--- config.mk ---
export PLATFORM = sky130hd
export DESIGN_NAME = uart_tx_fifo
export DESIGN_NICKNAME = d
export VERILOG_FILES = /design/src/rtl/uart_pkg.sv /design/src/rtl/sync_fifo.sv /design/src/rtl/uart_tx_fifo.sv
export SDC_FILE = /design/constraint.sdc
export NUM_CORES = 1
export LEC_CHECK = 0
export CORE_MARGIN = 2
export CORE_UTILIZATION = 35
export CTS_CLUSTER_DIAMETER = 100
export CTS_CLUSTER_SIZE = 12
export DETAILED_ROUTE_END_ITERATION = 16
export GPL_TIMING_DRIVEN = 1
export HOLD_SLACK_MARGIN = 0.03
export SETUP_SLACK_MARGIN = 0.05
export SYNTH_ARGS = -nofsm -noshare
export SYNTH_HDL_FRONTEND = slang
export SYNTH_SLANG_ARGS = --single-unit
--- constraint.sdc ---
create_clock -name clk -period 1.9 [get_ports clk]
set_input_delay 0.475 -clock clk [delete_from_list [all_inputs] [get_ports clk]]
set_output_delay 0.475 -clock clk [all_outputs]
set_load 0.1 [all_outputs]
--- src/rtl/uart_pkg.sv ---
// Shared constants for the UART datapath: FSM state encoding, parity modes
// and the line levels of start/stop bits.
package uart_pkg;

    typedef enum logic [2:0] {
        ST_IDLE   = 3'd0,
        ST_START  = 3'd1,
        ST_DATA   = 3'd2,
        ST_PARITY = 3'd3,
        ST_STOP   = 3'd4
    } tx_state_e;

    localparam int PAR_NONE = 0;
    localparam int PAR_EVEN = 1;
    localparam int PAR_ODD  = 2;

    localparam logic START_BIT = 1'b0;
    localparam logic STOP_BIT  = 1'b1;

endpackage

--- src/rtl/sync_fifo.sv ---
// Generic single-clock FIFO with registered full/empty/level flags.
// A push while full or a pop while empty is ignored.
module sync_fifo #(
    parameter int DATA_W = 8,
    parameter int DEPTH  = 4
) (
    input  logic                     clk,
    input  logic                     rst_n,
    input  logic                     push,
    input  logic [DATA_W-1:0]        din,
    input  logic                     pop,
    output logic [DATA_W-1:0]        dout,
    output logic                     full,
    output logic                     empty,
    output logic [$clog2(DEPTH):0]   level
);

    localparam int PTR_W = $clog2(DEPTH);
    localparam int LVL_W = PTR_W + 1;

    logic [DATA_W-1:0] mem_r [DEPTH];
    logic [PTR_W-1:0]  wr_ptr_r;
    logic [PTR_W-1:0]  rd_ptr_r;
    logic [LVL_W-1:0]  level_r;
    logic [LVL_W-1:0]  level_next_s;
    logic              full_r;
    logic              empty_r;
    logic              do_push_s;
    logic              do_pop_s;

    assign do_push_s = push && !full_r;
    assign do_pop_s  = pop && !empty_r;

    // Next occupancy; a simultaneous push and pop leaves it unchanged.
    always_comb begin
        level_next_s = level_r;
        if (do_push_s && !do_pop_s) begin
            level_next_s = level_r + LVL_W'(1);
        end else if (do_pop_s && !do_push_s) begin
            level_next_s = level_r - LVL_W'(1);
        end else begin
            level_next_s = level_r;
        end
    end

    // Pointers and flags; pointers wrap naturally since DEPTH is a power of two.
    always_ff @(posedge clk or negedge rst_n) begin
        if (!rst_n) begin
            wr_ptr_r <= {PTR_W{1'b0}};
            rd_ptr_r <= {PTR_W{1'b0}};
            level_r  <= {LVL_W{1'b0}};
            full_r   <= 1'b0;
            empty_r  <= 1'b1;
        end else begin
            if (do_push_s) begin
                wr_ptr_r <= wr_ptr_r + PTR_W'(1);
            end
            if (do_pop_s) begin
                rd_ptr_r <= rd_ptr_r + PTR_W'(1);
            end
            level_r <= level_next_s;
            full_r  <= (level_next_s == LVL_W'(DEPTH));
            empty_r <= (level_next_s == {LVL_W{1'b0}});
        end
    end

    // Storage array, no reset needed: contents are only read when valid.
    always_ff @(posedge clk) begin
        if (do_push_s) begin
            mem_r[wr_ptr_r] <= din;
        end
    end

    assign dout  = mem_r[rd_ptr_r];
    assign full  = full_r;
    assign empty = empty_r;
    assign level = level_r;

endmodule

--- src/rtl/uart_tx_fifo.sv ---
// UART transmitter with input byte FIFO, internal baud counter and
// configurable data width, parity and stop bits. txd idles high.
module uart_tx_fifo
    import uart_pkg::*;
#(
    parameter int CLKS_PER_BIT = 16,
    parameter int DATA_W       = 8,
    parameter int PARITY       = 0,
    parameter int STOP_BITS    = 1,
    parameter int FIFO_DEPTH   = 4
) (
    input  logic                          clk,
    input  logic                          rst_n,
    input  logic [DATA_W-1:0]             din,
    input  logic                          din_valid,
    output logic                          din_ready,
    output logic                          txd,
    output logic                          busy,
    output logic [$clog2(FIFO_DEPTH):0]   fifo_level
);

    localparam int BAUD_W = $clog2(CLKS_PER_BIT);
    localparam int BIT_W  = $clog2(DATA_W);
    localparam logic [BAUD_W-1:0] BAUD_LAST = BAUD_W'(CLKS_PER_BIT - 1);
    localparam logic [BIT_W-1:0]  BIT_LAST  = BIT_W'(DATA_W - 1);

    tx_state_e         state_r;
    logic [BAUD_W-1:0] baud_r;
    logic [BIT_W-1:0]  bit_r;
    logic              stop_r;
    logic [DATA_W-1:0] shreg_r;
    logic              par_r;
    logic              txd_r;
    logic              busy_r;

    logic [DATA_W-1:0] fifo_dout_s;
    logic              fifo_full_s;
    logic              fifo_empty_s;
    logic              push_ok_s;
    logic              pop_s;
    logic              baud_done_s;
    logic              stop_done_s;

    function automatic logic calc_parity(input logic [DATA_W-1:0] d);
        return (PARITY == PAR_ODD) ? ~(^d) : (^d);
    endfunction

    sync_fifo #(
        .DATA_W (DATA_W),
        .DEPTH  (FIFO_DEPTH)
    ) u_fifo (
        .clk   (clk),
        .rst_n (rst_n),
        .push  (din_valid),
        .din   (din),
        .pop   (pop_s),
        .dout  (fifo_dout_s),
        .full  (fifo_full_s),
        .empty (fifo_empty_s),
        .level (fifo_level)
    );

    assign push_ok_s   = din_valid && !fifo_full_s;
    assign baud_done_s = (baud_r == BAUD_LAST);
    assign stop_done_s = (STOP_BITS == 1) || stop_r;
    // Pop from IDLE, or on the final stop cycle so the next start bit follows with no gap.
    assign pop_s = !fifo_empty_s &&
                   ((state_r == ST_IDLE) ||
                    ((state_r == ST_STOP) && baud_done_s && stop_done_s));

    // Frame sequencer: txd and busy are set alongside each state transition.
    always_ff @(posedge clk or negedge rst_n) begin
        if (!rst_n) begin
            state_r <= ST_IDLE;
            baud_r  <= {BAUD_W{1'b0}};
            bit_r   <= {BIT_W{1'b0}};
            stop_r  <= 1'b0;
            shreg_r <= {DATA_W{1'b0}};
            par_r   <= 1'b0;
            txd_r   <= STOP_BIT;
            busy_r  <= 1'b0;
        end else begin
            busy_r <= 1'b1;
            case (state_r)
                ST_IDLE: begin
                    baud_r <= {BAUD_W{1'b0}};
                    if (pop_s) begin
                        shreg_r <= fifo_dout_s;
                        par_r   <= calc_parity(fifo_dout_s);
                        state_r <= ST_START;
                        txd_r   <= START_BIT;
                    end else begin
                        txd_r  <= STOP_BIT;
                        busy_r <= push_ok_s;
                    end
                end
                ST_START: begin
                    if (baud_done_s) begin
                        baud_r  <= {BAUD_W{1'b0}};
                        bit_r   <= {BIT_W{1'b0}};
                        txd_r   <= shreg_r[0];
                        shreg_r <= {1'b0, shreg_r[DATA_W-1:1]};
                        state_r <= ST_DATA;
                    end else begin
                        baud_r <= baud_r + BAUD_W'(1);
                    end
                end
                ST_DATA: begin
                    if (baud_done_s) begin
                        baud_r <= {BAUD_W{1'b0}};
                        if (bit_r == BIT_LAST) begin
                            if (PARITY != PAR_NONE) begin
                                state_r <= ST_PARITY;
                                txd_r   <= par_r;
                            end else begin
                                state_r <= ST_STOP;
                                txd_r   <= STOP_BIT;
                                stop_r  <= 1'b0;
                            end
                        end else begin
                            bit_r   <= bit_r + BIT_W'(1);
                            txd_r   <= shreg_r[0];
                            shreg_r <= {1'b0, shreg_r[DATA_W-1:1]};
                        end
                    end else begin
                        baud_r <= baud_r + BAUD_W'(1);
                    end
                end
                ST_PARITY: begin
                    if (baud_done_s) begin
                        baud_r  <= {BAUD_W{1'b0}};
                        state_r <= ST_STOP;
                        txd_r   <= STOP_BIT;
                        stop_r  <= 1'b0;
                    end else begin
                        baud_r <= baud_r + BAUD_W'(1);
                    end
                end
                ST_STOP: begin
                    if (baud_done_s) begin
                        baud_r <= {BAUD_W{1'b0}};
                        if (!stop_done_s) begin
                            stop_r <= 1'b1;
                        end else if (pop_s) begin
                            shreg_r <= fifo_dout_s;
                            par_r   <= calc_parity(fifo_dout_s);
                            state_r <= ST_START;
                            txd_r   <= START_BIT;
                        end else begin
                            state_r <= ST_IDLE;
                            txd_r   <= STOP_BIT;
                            busy_r  <= push_ok_s;
                        end
                    end else begin
                        baud_r <= baud_r + BAUD_W'(1);
                    end
                end
                default: begin
                    state_r <= ST_IDLE;
                    baud_r  <= {BAUD_W{1'b0}};
                    txd_r   <= STOP_BIT;
                end
            endcase
        end
    end

    assign din_ready = !fifo_full_s;
    assign txd       = txd_r;
    assign busy      = busy_r;

endmodule
# After elaboration in Yosys (flattened, before gate mapping)
# Memory sizes are Yosys's and may differ from the RTL's.
# Cells that the tools add are included.
# totals
reg_bits	29
in_bits	11
ram_bits	32
mem_count	1
elab_cells	86
# classes
n_eq_ne	14
add_sub_neg	6
mux	34
n_reduce_logical	20
# mem_list
memory	words	word_bits	read_ports	rd_clocked_by_memory_dff	write_ports	line	rtl
u_fifo.mem_r	4	8	1	0	1	sync_fifo.sv:21	logic [DATA_W-1:0] mem_r [DEPTH];
# ops
op	n
two-way mux 8 bit	5
two-way mux 3 bit	11
case mux 8 bit (4 select lines)	1
case mux 3 bit (5 select lines)	1
inequality test 2 bit (second input constant)	6
two-way mux 1 bit	11
equality test 3 bit (second input constant)	3
two-way mux 4 bit	2
AND reduction 4 bit	2
adder 3 x 1 -> 3 bit (second input constant)	2
equality test 3 x 2 -> 1 bit (second input constant)	2
logical AND 1 bit	6
zero test 3 bit	2
case mux 3 bit (2 select lines)	1
AND reduction 6 bit	1
case mux 1 bit (5 select lines)	1
AND reduction 5 bit	1
adder 2 x 1 -> 2 bit (second input constant)	2
adder 4 x 1 -> 4 bit (second input constant)	1
equality test 4 bit (second input constant)	1
zero test 1 bit	4
nonzero test 4 bit	1
OR reduction 4 bit	1
equality test 3 x 1 -> 1 bit (second input constant)	1
5 further kinds	5

# Longest topological paths before layout
# logic_depth
depth_word	9
depth_mapped	8
mapped_depth_nobuf	6

# Modules after synthesis
# Synthesis repeated with hierarchy kept, for this count alone.
# hier_totals
hier_cells	198
area_unflattened_um2	2805.2
# modules_own_cells
module	area_each_um2	instances	cells_each	seq_area_each_um2
sync_fifo	1712.9	1	97	1187.4
uart_tx_fifo	1092.3	1	101	501.7

# Worst setup path before layout
# No wires, ideal clock.
# synth_timing
kind	register -> register
startpoint	register u_fifo.level_r[0] (netlist: u_fifo.level[0])
endpoint	register u_fifo.full_r (netlist: u_fifo.full)
t_arrival_ns	1.849
n_path_buf	0
required_time_ns	1.781
synth_period_minus_slack_ns	1.968
setup_slack_ns	-0.068
setup_time_ns	0.119
path_stages_with_launch	6
path_cell_list	dfrtp_1 > inv_1 > ha_1 > mux2i_1 > o21ai_1 > and2_1
# synth_between
elab_chain_len	4
# synth_rtl
element	line	rtl
start, declared	sync_fifo.sv:24	logic [LVL_W-1:0] level_r;
start signal, assigned	sync_fifo.sv:51	level_r <= {LVL_W{1'b0}};
start signal, assigned	sync_fifo.sv:61	level_r <= level_next_s;
subtractor 3 x 1 -> 3 bit	sync_fifo.sv:40	level_next_s = level_r - LVL_W'(1);
two-way mux 3 bit	sync_fifo.sv:39	end else if (do_pop_s && !do_push_s) begin
two-way mux 3 bit *	sync_fifo.sv:37	if (do_push_s && !do_pop_s) begin
equality test 3 bit *	sync_fifo.sv:62	full_r <= (level_next_s == LVL_W'(DEPTH));
end signal, assigned	sync_fifo.sv:62	
end, declared	sync_fifo.sv:26	logic full_r;
# Mark *: on every way between the ends. The rest lies on a longest branch, timed or not.
# A chain may end at the register's enable or synchronous reset.

# Worst setup path after layout
# layout_timing
startpoint	input port din_valid
endpoint	register u_fifo.empty_r (netlist: u_fifo.empty)
# layout_between
elab_chain_len	6
# layout_rtl
element	line	rtl
start, declared	uart_tx_fifo.sv:15	input logic din_valid,
logical AND 1 bit *	sync_fifo.sv:31	assign do_push_s = push && !full_r;
zero test 1 bit	sync_fifo.sv:39	
logical AND 1 bit	sync_fifo.sv:39	
two-way mux 3 bit	sync_fifo.sv:39	
two-way mux 3 bit *	sync_fifo.sv:37	
zero test 3 bit *	sync_fifo.sv:63	empty_r <= (level_next_s == {LVL_W{1'b0}});
end signal, assigned	sync_fifo.sv:63	
end, declared	sync_fifo.sv:27	logic empty_r;
# Marks and branches as above.

==> results.yml <==
sta:
  setup_viol: 0
  max_slew_margin_pct: 74.64
  rsz0062_at_grt: "false"
  slew_viol_final: 0
  worst_pin_slew_ps: 379.5
  fin_crit_sh_pct: 91.06
  fin_worst_skew_ps: 8.188
  fin_crit_ps: 1730
  max_freq_mhz: 578.0
  finalHoldViolCount: 0
global_route:
  use_met2_pct: 16.91
  gr-usage-all-layers_pct: 11.87
  grt_pass1_wl_mm: 7.534
  grtUsageMet3_pct: 3.205
  grt_antenna_before_repair: 0
  first_global_vias: 1534
  grt.overflow.total: 0
  grt_start_max_net_pins: 30
  grt-busiest-layer: "met2"
  gr-usage-met1_pct: 16.05
logic_synthesis:
  yosysUniqueCellTypes: 40
  syn_area_um2: 2693
  postSynthAreaPerCell_um2: 13.81
  async_flop_share_pct: 47.54
  synth.yosys.seq_area_share_pct: 62.73
  syn-num-nets: 215
  synthFlopType: "edfxtp_1"
  synth_edf_count: 32
  ys_ff_latch: 61
  yosysWarnings: 0
  syn_inst: 195
clock_network:
  tritoncts: "done"
  clk_pin_slew_ps: 70
  cts_sinks: 61
  postCtsSetupBuffers: 0
  htree_levels: 3
  clockRootBuffer: "clkbuf_8"
  clk_latency_ps: 340
  clockBufferDepth: 2
  cts_buffers: 9
power:
  finalPower_uw: 5406
  powerDensity_nw_per_um2: 1597
  ir_worst_vdd_uv: 821.1
  p_leak_uw: 0.001329
routing:
  viasPerCell: 4.712
  drt-total-wl_mm: 4.521
  remaining_drc_errors: 0
  routedWlPerCell_um: 13.58
  dr_total_vias: 1569
  detailedRoute.firstIterationViolations: 85
  firstDrtPassIters: 4
  postRouteAntennaNets: 0
cells_and_area:
  stdcell_area_um2: 3385
  final_cells: 333
  final_util_pct: 45.93
  drive_gt1_share_pct: 25.21
  diodes: 0
  fin_nets: 249
  synthToLayoutAreaGrowth_pct: 25.70
critical_path:
  cp-start-kind: "primary input"
  arrival_ps: 2000
  cp.required_ps: 2170
  worstSetupEndpointType: "flip-flop"
  criticalPathCategory: "in -> reg"
  worstPathMaxFanout: 3
floorplan:
  die_w_um: 91.71
  core_um2: 7370
  io_pins: 17
  fp.dieH_um: 91.71
  die-area_um2: 8411
  start_util_pct: 36.54
  rows: 31
job:
  maxCapViolCount: 0
place:
  placed_area_um2: 3177
  dp_hpwl_mm: 3.194
  placedCellCount: 317
  portBuffers: 16
  place.gp.congestion: 0.7432
status:
  status: "complete, no violations"
min_path:
  hold_class: "reg -> reg"
worst max-delay path, stage by stage:
cell	delay, ps
clkdlybuf4s50_1	500
nor2b_2	240
a211oi_4	70
or4_1	480
o21ai_1	100
nor2b_1	140
sequential cells by signal, indices dropped and copies added (netlist names):
signal and count:
busy 1, txd 1, bit_r 3, u_fifo.full 1, u_fifo.empty 1, u_fifo.wr_ptr_r 2, u_fifo.mem_r 32, u_fifo.level 3
u_fifo.rd_ptr_r 2, baud_r 4, shreg_r 8, state_r 3
cell usage after synthesis, types with 2 or more instances:
cell,count,area (µm²)
mux4_2,8,180.2
mux2i_1,8,80.08
and2_1,5,31.28
o21ai_1,13,65.06
nor3_1,5,25.02
a21oi_1,7,35.03
o21ai_0,2,10.01
inv_1,6,22.52
buf_2,6,30.03
dfstp_2,2,52.55
dfrtp_1,27,675.7
nand2_1,17,63.81
o22ai_1,2,12.51
nor2_1,11,41.29
xor2_1,3,26.28
xnor2_1,4,35.03
edfxtp_1,32,960.9
nor2b_1,2,12.51
nand2b_1,4,25.02
ha_1,9,112.6
nand3_1,3,15.01
per-stage QoR:
| stage | setup TNS [ps] | hold slack, ps | setup WS (ps) |
|---|---|---|---|
| floorplan | 0 | 179.4 | 218.7 |
| global placement | -6360 | 460.5 | -222.9 |
| detailed placement | -6738 | 465.7 | -256.6 |
| CTS | 0 | 475.7 | 86.01 |
| global route | 0 | 495.3 | 66.16 |
| finish | 0 | 470.1 | 169.9 |
final timing paths:
kind                            depth (start not counted)         endpoint        from  slack [ps]
worst max-delay path                                    6     u_fifo.empty   din_valid         170
worst min-delay path                                    1        baud_r[0]   baud_r[0]         470
worst max register to register                          6      u_fifo.full  state_r[1]         170
worst min register to register                          1        baud_r[0]   baud_r[0]         470
max in group asynchronous                               2     u_fifo.empty       rst_n        1060
min in group asynchronous                               2  u_fifo.level[1]       rst_n         530
cell type report:
type / instances / area (µm²)
fill: 671 / 3985
sequential: 61 / 1692
multi-input combinational: 120 / 950.9
timing repair buffer: 31 / 395.4
clock buffer: 10 / 127.6
tap: 99 / 123.9
clock inverter: 6 / 72.57
inverter: 6 / 22.52
metal layers:
metal | vias up | share of wire, % | routed length, µm
met3 | 6 | 3.7 | 168
met5 | - | 0 | 0
met4 | 0 | 2.2 | 100
li1 | 772 | - | -
met2 | 38 | 44 | 1995
met1 | 753 | 50 | 2255
what timing repair did:
| item | CTS | global route |
|---|---|---|
| gates resized for setup | 0 | 2 |
| hold buffers | 0 | 0 |
| setup endpoints to repair | 0 | 3 |
kinds of logic after synthesis:
| family | after synthesis | share of synthesized area, % |
|---|---|---|
| AOI/OAI and AO/OA | 32 | 8.039 |
| DFF | 61 | 62.73 |
| and+or+nand+nor | 55 | 10.27 |
| muxes | 16 | 9.665 |
| buffers and inverters | 14 | 2.230 |
| adders and majority gates | 9 | 4.182 |
| xor gates and xnor gates | 8 | 2.881 |
placed cells by master (no fill, tap or decap), drive strengths merged, types with 4 or more instances in the layout:
master,instances
clkdlybuf4s50,10
and2,5
nor3,6
mux4,8
buf,21
o21ai,15
ha,9
nand2,17
nand2b,4
xnor2,5
edfxtp,32
dfrtp,27
inv,7
clkbuf,10
nor2,11
a21oi,9
mux2i,8
power breakdown:
group	total (µW)	internal, µW	leakage, µW	switching, µW
registers	2080	1790	0.000648	284
logic	2190	1030	0.000584	1160
clock network	1140	616	0.0000971	523
total	5410	3440	0.00133	1970
Power figures use the tool's default switching activity.
